[src/rtl/br_result_queue.sv]
// In-order queue of resolved branch outcomes feeding the predictor's result port.
// Computes mispredict at enqueue; dequeue never sends two entries to the same PHT bank per cycle.
module br_result_queue #(
  parameter int LANES     = 2,
  parameter int DEPTH     = 8,
  parameter int ADDR_W    = 32,
  parameter int HIST_W    = 4,
  parameter int CNT_W     = 2,
  parameter int BANK_LSB  = 2,
  parameter int BANK_BITS = 1
) (
  input  logic                          clk,
  input  logic                          rst,
  input  logic [LANES-1:0]              exValid,
  input  logic [ADDR_W-1:0]             exAddr      [LANES],
  input  logic [LANES-1:0]              exTaken,
  input  logic [LANES-1:0]              exPredTaken,
  input  logic [LANES-1:0]              exIsCondBr,
  input  logic [(CNT_W<<HIST_W)-1:0]    exPrevEntry [LANES],
  input  logic [HIST_W-1:0]             exPrevHist  [LANES],
  output logic                          exReady,
  input  logic                          predHold,
  output logic [LANES-1:0]              brValid,
  output logic [ADDR_W-1:0]             brAddr      [LANES],
  output logic [LANES-1:0]              brTaken,
  output logic [LANES-1:0]              brIsCondBr,
  output logic [LANES-1:0]              brMispred,
  output logic [(CNT_W<<HIST_W)-1:0]    brPrevEntry [LANES],
  output logic [HIST_W-1:0]             brPrevHist  [LANES],
  output logic [$clog2(DEPTH):0]        occupancy,
  output logic                          overflow
);

  localparam int PE_W  = CNT_W << HIST_W;
  localparam int PTR_W = $clog2(DEPTH);
  localparam int OCC_W = $clog2(DEPTH) + 1;

  typedef struct packed {
    logic [ADDR_W-1:0] addr;
    logic              taken;
    logic              cond;
    logic              mispred;
    logic [PE_W-1:0]   prev_entry;
    logic [HIST_W-1:0] prev_hist;
  } entry_t;

  entry_t             mem_q [DEPTH];
  entry_t             mem_d [DEPTH];
  entry_t             out_q [LANES];
  entry_t             out_d [LANES];
  logic [LANES-1:0]   valid_q, valid_d;
  logic [PTR_W-1:0]   wr_ptr_q, wr_ptr_d, rd_ptr_q, rd_ptr_d;
  logic [OCC_W-1:0]   occ_q, occ_d;
  logic               overflow_q, overflow_d;
  logic [OCC_W-1:0]   enq_cnt, deq_cnt;
  logic [PTR_W-1:0]   wr_idx, rd_idx;
  logic               go, clash;

  // Readiness looks only at registered occupancy so a same-cycle dequeue never widens the window.
  assign exReady = ((DEPTH - int'(occ_q)) >= LANES);

  always_comb begin
    mem_d   = mem_q;
    enq_cnt = '0;
    wr_idx  = wr_ptr_q;
    for (int l = 0; l < LANES; l++) begin
      if (exValid[l] && exReady) begin
        mem_d[wr_idx] = '{addr:       exAddr[l],
                          taken:      exTaken[l],
                          cond:       exIsCondBr[l],
                          mispred:    exIsCondBr[l] & (exTaken[l] ^ exPredTaken[l]),
                          prev_entry: exPrevEntry[l],
                          prev_hist:  exPrevHist[l]};
        wr_idx  = wr_idx + PTR_W'(1);
        enq_cnt = enq_cnt + OCC_W'(1);
      end
    end
    wr_ptr_d   = wr_idx;
    overflow_d = overflow_q | ((|exValid) & ~exReady);
  end

  // Selection stops at the first entry that is missing or collides with a bank already chosen.
  always_comb begin
    out_d   = out_q;
    valid_d = '0;
    deq_cnt = '0;
    rd_idx  = rd_ptr_q;
    go      = ~predHold;
    clash   = 1'b0;
    for (int k = 0; k < LANES; k++) begin
      clash = 1'b0;
      for (int j = 0; j < k; j++) begin
        if (mem_q[rd_ptr_q + PTR_W'(j)].addr[BANK_LSB +: BANK_BITS] ==
            mem_q[rd_idx].addr[BANK_LSB +: BANK_BITS])
          clash = 1'b1;
      end
      if (go && (OCC_W'(k) < occ_q) && !clash) begin
        valid_d[k] = 1'b1;
        out_d[k]   = mem_q[rd_idx];
        rd_idx     = rd_idx + PTR_W'(1);
        deq_cnt    = deq_cnt + OCC_W'(1);
      end else begin
        go = 1'b0;
      end
    end
    rd_ptr_d = rd_idx;
    occ_d    = occ_q + enq_cnt - deq_cnt;
  end

  always_ff @(posedge clk or negedge rst) begin
    if (!rst) begin
      mem_q      <= '{default: '0};
      out_q      <= '{default: '0};
      valid_q    <= '0;
      wr_ptr_q   <= '0;
      rd_ptr_q   <= '0;
      occ_q      <= '0;
      overflow_q <= 1'b0;
    end else begin
      mem_q      <= mem_d;
      out_q      <= out_d;
      valid_q    <= valid_d;
      wr_ptr_q   <= wr_ptr_d;
      rd_ptr_q   <= rd_ptr_d;
      occ_q      <= occ_d;
      overflow_q <= overflow_d;
    end
  end

  always_comb begin
    for (int k = 0; k < LANES; k++) begin
      brAddr[k]      = out_q[k].addr;
      brTaken[k]     = out_q[k].taken;
      brIsCondBr[k]  = out_q[k].cond;
      brMispred[k]   = out_q[k].mispred;
      brPrevEntry[k] = out_q[k].prev_entry;
      brPrevHist[k]  = out_q[k].prev_hist;
    end
  end

  assign brValid   = valid_q;
  assign occupancy = occ_q;
  assign overflow  = overflow_q;

endmodule

[config.mk]
export PLATFORM = sky130hd
export DESIGN_NAME = br_result_queue
export DESIGN_NICKNAME = d
export VERILOG_FILES = /design/src/rtl/br_result_queue.sv
export SDC_FILE = /design/constraint.sdc
export NUM_CORES = 2
export LEC_CHECK = 0
export BUFFER_PORTS_ARGS = -buffer_cell sky130_fd_sc_hd__buf_2
export CORE_UTILIZATION = 40
export CTS_CLUSTER_SIZE = 14
export DETAILED_ROUTE_END_ITERATION = 7
export GPL_TIMING_DRIVEN = 0
export HOLD_SLACK_MARGIN = 0.05
export PLACE_DENSITY = 0.62
export RECOVER_POWER = 25
export SLEW_MARGIN = 15
export SYNTH_ARGS = -nofsm -noshare
export SYNTH_HDL_FRONTEND = slang
export SYNTH_SLANG_ARGS = --single-unit
[constraint.sdc]
create_clock -name clk -period 4.6 [get_ports clk]
set_input_delay 0.46 -clock clk [delete_from_list [all_inputs] [get_ports clk]]
set_output_delay 0.46 -clock clk [all_outputs]
set_load 0.01 [all_outputs]
-- After elaboration in Yosys (flattened, before gate mapping)
Index checks and enable logic that the tools add are counted.
- add/subtract/negate cells: 9
- order comparisons: 9
- equal/unequal tests: 1
- muxes and demuxes: 26
- bitwise operators: 12
- reduce and logical (&&, ||, !) cells: 9
- operators by type and width (cell ; number):
    bitwise mux 568 bit ; 2
    two-way mux 568 bit ; 2
    binary-select mux 71 bit (select 3 bit) ; 2
    demux 71 bit (select 3 bit) ; 2
    two-way mux 71 bit ; 6
    greater-or-equal comparator 4 bit (second input constant) ; 4
    inverter 3 -> 4 bit ; 4
    adder 3 x 1 -> 3 bit (second input constant) ; 4
    two-way mux 3 bit ; 4
    adder 4 x 1 -> 4 bit (second input constant) ; 2
    less-than comparator 1 x 4 -> 1 bit (first input constant) ; 2
    less-than comparator 4 x 1 -> 1 bit (second input constant) ; 2
    two-way mux 4 bit ; 2
    logical AND 1 bit ; 7
    two-way mux 1 bit ; 6
    greater-or-equal comparator 5 x 3 -> 1 bit (second input constant) ; 1
    subtractor 4 x 4 -> 5 bit (first input constant) ; 1
    adder 4 bit ; 1
    subtractor 4 bit ; 1
    bitwise AND 1 bit ; 3
    inverter 1 bit ; 2
    OR reduction 2 bit ; 1
    bitwise XOR 1 bit ; 2
    == test 1 bit ; 1
    other kinds (2) ; 2
- register bits after elaboration: 723
- input port bits: 147

-- Logic depth before layout (Yosys ltp)
- depth after elaboration: 13
- gate-level depth with buffers: 17
- mapped depth without buffers: 16

-- Worst setup path before layout
No wires, ideal clock.
- kind: reg-to-reg
- start point: reg occ_q[1], in the netlist occupancy[1]
- end point: reg occ_q[3], in the netlist occupancy[3]
- library setup time: 79 ps
- arrival time: 3557 ps
- path slack: 964 ps
- stages on the path, launching flop included: 17
- path buffers: 2
- cell sequence: dfrtp_1 -> inv_1 -> ha_1 -> a21o_4 -> or3_1 -> nand2_2 -> nand2_1 -> o22ai_2 -> buf_6 -> buf_6 -> ha_1 -> inv_1 -> fa_1 -> ha_1 -> a21o_1 -> a21oi_1 -> xor2_1
- word-level cells in the longest chain between the ends: 13
- RTL lines (item ; line ; text):
    start, declared ; 53 ; logic [OCC_W-1:0] occ_q, occ_d;
    start signal, assigned ; 117 ; occ_q <= '0;
    start signal, assigned ; 125 ; occ_q <= occ_d;
    parallel branches: the longest is 12 deep, another holds subtractor 4 x 4 -> 5 bit ; -- ;
    subtractor 4 bit * ; 107 ; occ_d = occ_q + enq_cnt - deq_cnt;
    net occ_d[3] ; 53 ;
Mark *: on every way through the listed nets, which the timed path passes. The select of a mux whose other input is x is not followed.
A chain may end at the register's enable or synchronous reset.

-- Worst setup path in the final report
- start point: reg occ_q[1], in the netlist occupancy[1]
- end point: reg out_q, in the netlist brPrevEntry[4]
- word-level cells in the longest chain between the ends: 11
- RTL lines (item ; line ; text):
    less-than comparator 1 x 4 -> 1 bit ; 97 ; if (go && (OCC_W'(k) < occ_q) && !clash) begin
    logical AND 1 bit ; 97 ;
    two-way mux 3 bit ; 97 ;
    inverter 3 -> 4 bit (not written as such) ; 94, 99 ;
    binary-select mux 71 bit (select 3 bit) ; 94, 99 ;
    two-way mux 71 bit (not written as such) (2 in a row) ; 99 ; out_d[k] = mem_q[rd_idx];
    == test 1 bit ; 93 ; if (mem_q[rd_ptr_q + PTR_W'(j)].addr[BANK_LSB +: BANK_BITS] ==
    two-way mux 1 bit ; 93 ;
    zero test 1 bit ; 97 ;
    logical AND 1 bit ; 97 ;
    end signal, assigned ; 121 ; out_q <= out_d;
    end, declared ; 49 ; entry_t out_q [LANES];
Parallel ways exist; a longest one is shown, timed or not. The select of a mux whose other input is x is not followed.

==> results by stage <==
Synthesis:
- The most used flip-flop cell after synthesis is dfrtp_1.
- The net count of the mapped netlist is 4386.
- Ranked by instance count, the synthesized netlist is headed by nand2_1 (882), dfrtp_1 (723), mux2i_1 (706).
- The most area-hungry cell type in the Yosys netlist is dfrtp_1.
- The gate count after technology mapping is 4223.
- The top cell type's share of synthesized area is 0.434.
- Sorting the synthesized cells by area gives the leading types as dfrtp_1 (43%), mux2i_1 (17%), mux4_2 (9.0%), nand2_1 (8.0%), o21ai_0 (7.7%).
- Yosys mapped the design onto 53 distinct sky130hd cell types.
- The Yosys step of the flow raised 0 warnings.
- The mean area per synthesized cell is 9.86 um^2.
- The most common cell in the synthesized netlist is nand2_1.
- The post-synthesis cell area is 41600 um^2.
- The synthesized design contains 0 enable-type register cells.
- The register area share after synthesis is 0.434.
- The fraction of synthesis flops using an asynchronous set or reset pin is 1.00.
- The number of storage elements in the synthesis netlist is 723.

Power and ir drop:
- The power after layout is 40.0 mW.
- The share of total power dissipated in the clock network is 0.179.
- The highest ir drop seen on vdd is 0.544 mV.
- Of the total power, the share spent switching nets is 0.460.
- The analysis attributes to cell leakage a power of 20.6 nW.
- The internal power is 21.6 mW.
- The total power per unit cell area is about 840 nW/um^2.
- For this design the total switching power over the nets is 18.4 mW.
- Of the total power, combinational logic draws 0.529.
- The portion of total power attributed to sequential cells is 0.292.

Job:
- The max capacitance violation total is 2.

Timing:
- The clock arrives with 36.3 ps of skew.
- For the final routed database, the setup TNS stands at 0 ps.
- The final worst-path cycle share is 0.989.
- The tightest hold path in the finished design has a slack of ~70 ps.
- The max-slew violation total from the final report was 140.
- The minimum setup slack in the final design is 51.2 ps.
- The number of hold-slack violations in the final timing report is 0.
- For the pin with the worst max-slew slack, the measured transition is approximately 3300 ps.
- The final critical delay including setup and external delays is ~4500 ps.
- Measured against its own limit, the worst slew margin works out to -1.17.
- Static timing analysis puts the maximum clock frequency at about 0.22 GHz.
- The count of endpoints failing setup in the final report is 0.

Final layout:
- After the last flow step, the layout net total stands at 4670.
- The end-of-flow core utilization is 0.464.
- Excluding fillers, the count of instances in the completed layout stands at 5962.
- Summing all non-filler instances in the final layout gives an area of 47600 um^2.
- The share of final-layout standard cells stronger than drive strength 1 is 0.140.
- The number of inserted filler cells in the final layout is 9758.
- The area added between synthesis and finish is 14.2%.

Global routing:
- The initial antenna violation count is 28.
- For this run, global-route usage on met2 was measured as 0.465.
- The overall global routing resource usage is 0.313.
- The global-route met3 utilization is 0.119.
- The global-route wire length before repair is between 200000 and 250000 um.
- In the global route stage, met1 resource usage came out at 0.400.
- The total overflow reported by the global router is 0.
- The number of global-route vias before repair is 35437.
- Entering global routing, the biggest net connects between 90 and 100 pins.
- The routing layer with the top usage in global route is met2.

Placement:
- The placed instances occupy a cell area of 44400 um^2.
- The number of cells after detailed placement is ~5800.
- Detailed placement ended at an HPWL of 114000 um.
- At the end of routability-driven placement, the weighted congestion stood at 0.956.
- In this run the tool buffered the top-level ports with about 160 buffer cells.
- The setup slack at placement is -94.0 ps.

Routing:
- For this block, the via count after detailed routing is between 30000 and 40000.
- The remaining antenna violation count after routing is 0.
- In the routed layout, each cell is associated on average with a via count of 6.17.
- The first-pass iteration count of the detailed router is 6.
- The count of routing violations after the opening detailed-route iteration is ~5200.
- The post-route DRC violation count is 0.
- The routed design has 169000 um of wire.
- After detailed routing, the average wire length per cell comes to between 20 and 30 um.

Floorplanning:
- The standard-cell row count is roughly 120.
- The horizontal die dimension is 325 um.
- The overall die area is between 100000 and 150000 um^2.
- The total area inside the core boundary comes to 102000 um^2.
- For this configuration, the core starts out at a cell density of 0.406.
- During I/O placement, the number of pins put on the boundary was between 200 and 300.
- In this run the vertical extent of the chip is 325 um.

Min path:
- The critical hold path startpoint is exPrevEntry[0].
- The worst hold path passes through 3 cells.
- For hold timing, the worst endpoint is mem_q[75].
- The path type of the worst min-delay path is in2reg.

CTS:
- TritonCTS built the clock tree.
- The CTS H-tree depth is 3.
- The maximum buffer depth of the clock tree is 3.
- The buffer count from post-CTS setup fixing is 0.
- The root buffer cell is clkbuf_16.
- The clock net in this run drives a total of 723 sinks.
- Clock-pin slew was measured on the worst setup and hold paths at around 60 ps.
- The clock latency on the worst-skew pair is roughly 700 ps.
- In this run, CTS created clock tree buffers numbering 86.

Worst setup path:
- The worst register-to-register path has a setup slack of 50 ps.
- The largest single stage delay on the critical path is approximately 830 ps.
- The worst register-to-register path has a depth of 12.
- The required time of the critical path is 5200 ps.
- Among all stages on the critical path, the largest delay is contributed by clkbuf_1.
- STA classifies the critical path startpoint as a flop.
- In this run the critical register-to-register path is launched from occupancy[1].
- The critical setup path kind is reg2reg.
- The signal arrival time at the worst endpoint is just over 5000 ps.
- In this run the worst path has a maximum fanout of 10.
- The signal on the critical path passes through inv_1, ha_2, a21o_4, inv_4, mux2i_4, inv_1, clkbuf_1, clkbuf_1, nand2_1, a221oi_1, a21oi_1, mux2i_1.
- The worst register-to-register path ends at brPrevEntry[4].
- The capturing element type of the critical path is a flop.

Status:
- The checks that failed: capacitance limit, slew limit.
- The flow ran to the end, but the final reports show violations.
-- state kept, by name, indices dropped and copies added (netlist names) --
register,flops
brValid,2
brAddr,64
brPrevEntry,64
brMispred,2
wr_ptr_q,3
brIsCondBr,2
brTaken,2
rd_ptr_q,3
brPrevHist,8
mem_q,568
overflow,1
occupancy,4
-- final cells by class --
| class | count | area, um^2 | area share |
|---|---|---|---|
| Antenna cell | 16 | 40.0 | 0.000842 |
| Inverter | 77 | 294 | 0.00618 |
| Clock buffer | 129 | 2650 | 0.0556 |
| Sequential cell | 723 | 18100 | 0.380 |
| Tap cell | 1368 | 1710 | 0.0360 |
| Clock inverter | 30 | 275 | 0.00579 |
| Buffer | 498 | 2370 | 0.0498 |
| Multi-Input combinational cell | 2925 | 20900 | 0.440 |
| Timing Repair Buffer | 196 | 1200 | 0.0252 |
-- metal layers --
metal / vias up / wire [um]
met3: 486 / 22000
met1: 18150 / 64500
met4: 26 / 7850
li1: 15465 / -
met5: - / 174
met2: 2633 / 74600
-- how the worst max path moves through the flow --
stage                            start              to  cells after the start
final                     occupancy[1]  brPrevEntry[4]                     12
after global routing      occupancy[1]    occupancy[3]                     16
after CTS                 occupancy[1]  brPrevEntry[4]                     11
after detailed placement  occupancy[1]    occupancy[3]                     16
after global placement             rst       mem_q[88]                      1
after floorplan           occupancy[1]    occupancy[3]                     16
-- critical path, delay by kind of cell, from the launching register on --
| family | cells | cell delay (ps) |
|---|---|---|
| adder cells (fa/ha/maj) | 1 | 380 |
| buffers and inverters | 5 | 2210 |
| multiplexers | 2 | 480 |
| AND/OR/NAND/NOR | 1 | 160 |
| AO/OA/AOI/OAI | 3 | 770 |
| flip-flops | 1 | 450 |
-- power by group through the flow --
stage | logic [mW] | clock network [mW] | registers [mW]
2_1_floorplan | 13.3 | 0 | 11.2
3_3_place_gp | 20.1 | 0 | 11.5
3_5_place_dp | 20.5 | 0 | 11.6
4_1_cts | 20.6 | 7.18 | 11.5
5_1_grt | 22.3 | 7.42 | 12.0
6_report | 21.2 | 7.15 | 11.7
-- what timing repair did --
item	4_1_cts	5_1_grt
setup endpoints to repair	3	18
resized for setup	2	12
cloned	0	0
hold buffers	31	0
hold endpoints to repair	166	0
-- kinds of logic after synthesis --
kind of cell,after synthesis,synth area share
flip-flops,723,0.434
AO/OA/AOI/OAI,1068,0.138
adder cells (fa/ha/maj),16,0.00517
buffers and inverters,575,0.0634
XOR/XNOR,13,0.00337
multiplexers,902,0.269
AND/OR/NAND/NOR,926,0.0863
-- layout by cell type, fill, tap and decap left out, types with 3 or more instances in the layout --
| cell | netlist | routed |
|---|---|---|
| clkinv_4 | 0 | 4 |
| ha_1 | 14 | 13 |
| buf_6 | 8 | 8 |
| clkbuf_16 | 0 | 88 |
| mux4_2 | 166 | 166 |
| bufinv_16 | 0 | 3 |
| inv_1 | 74 | 74 |
| mux2i_1 | 706 | 706 |
| xor2_1 | 3 | 3 |
| nand3_1 | 10 | 10 |
| xnor2_1 | 8 | 8 |
| buf_4 | 60 | 60 |
| diode_2 | 0 | 16 |
| mux2_2 | 17 | 17 |
| nand2_1 | 882 | 882 |
| and2_1 | 3 | 3 |
| buf_2 | 136 | 202 |
| and4_1 | 9 | 9 |
| nor3_1 | 5 | 5 |
| o21ai_0 | 643 | 643 |
| dfrtp_1 | 723 | 723 |
| a221oi_1 | 58 | 58 |
| nand2b_1 | 3 | 3 |
| dlygate4sd3_1 | 0 | 31 |
| inv_6 | 0 | 3 |
| or3_1 | 3 | 3 |
| clkbuf_2 | 0 | 5 |
| clkbuf_8 | 0 | 29 |
| buf_8 | 2 | 3 |
| buf_1 | 42 | 42 |
| clkinvlp_4 | 0 | 5 |
| mux2_4 | 11 | 11 |
| a22oi_1 | 58 | 58 |
| a21oi_1 | 293 | 292 |
| buf_16 | 0 | 7 |
| clkbuf_1 | 250 | 346 |
| clkinv_2 | 0 | 14 |
No activity file was read; power rests on OpenSTA's default activity.
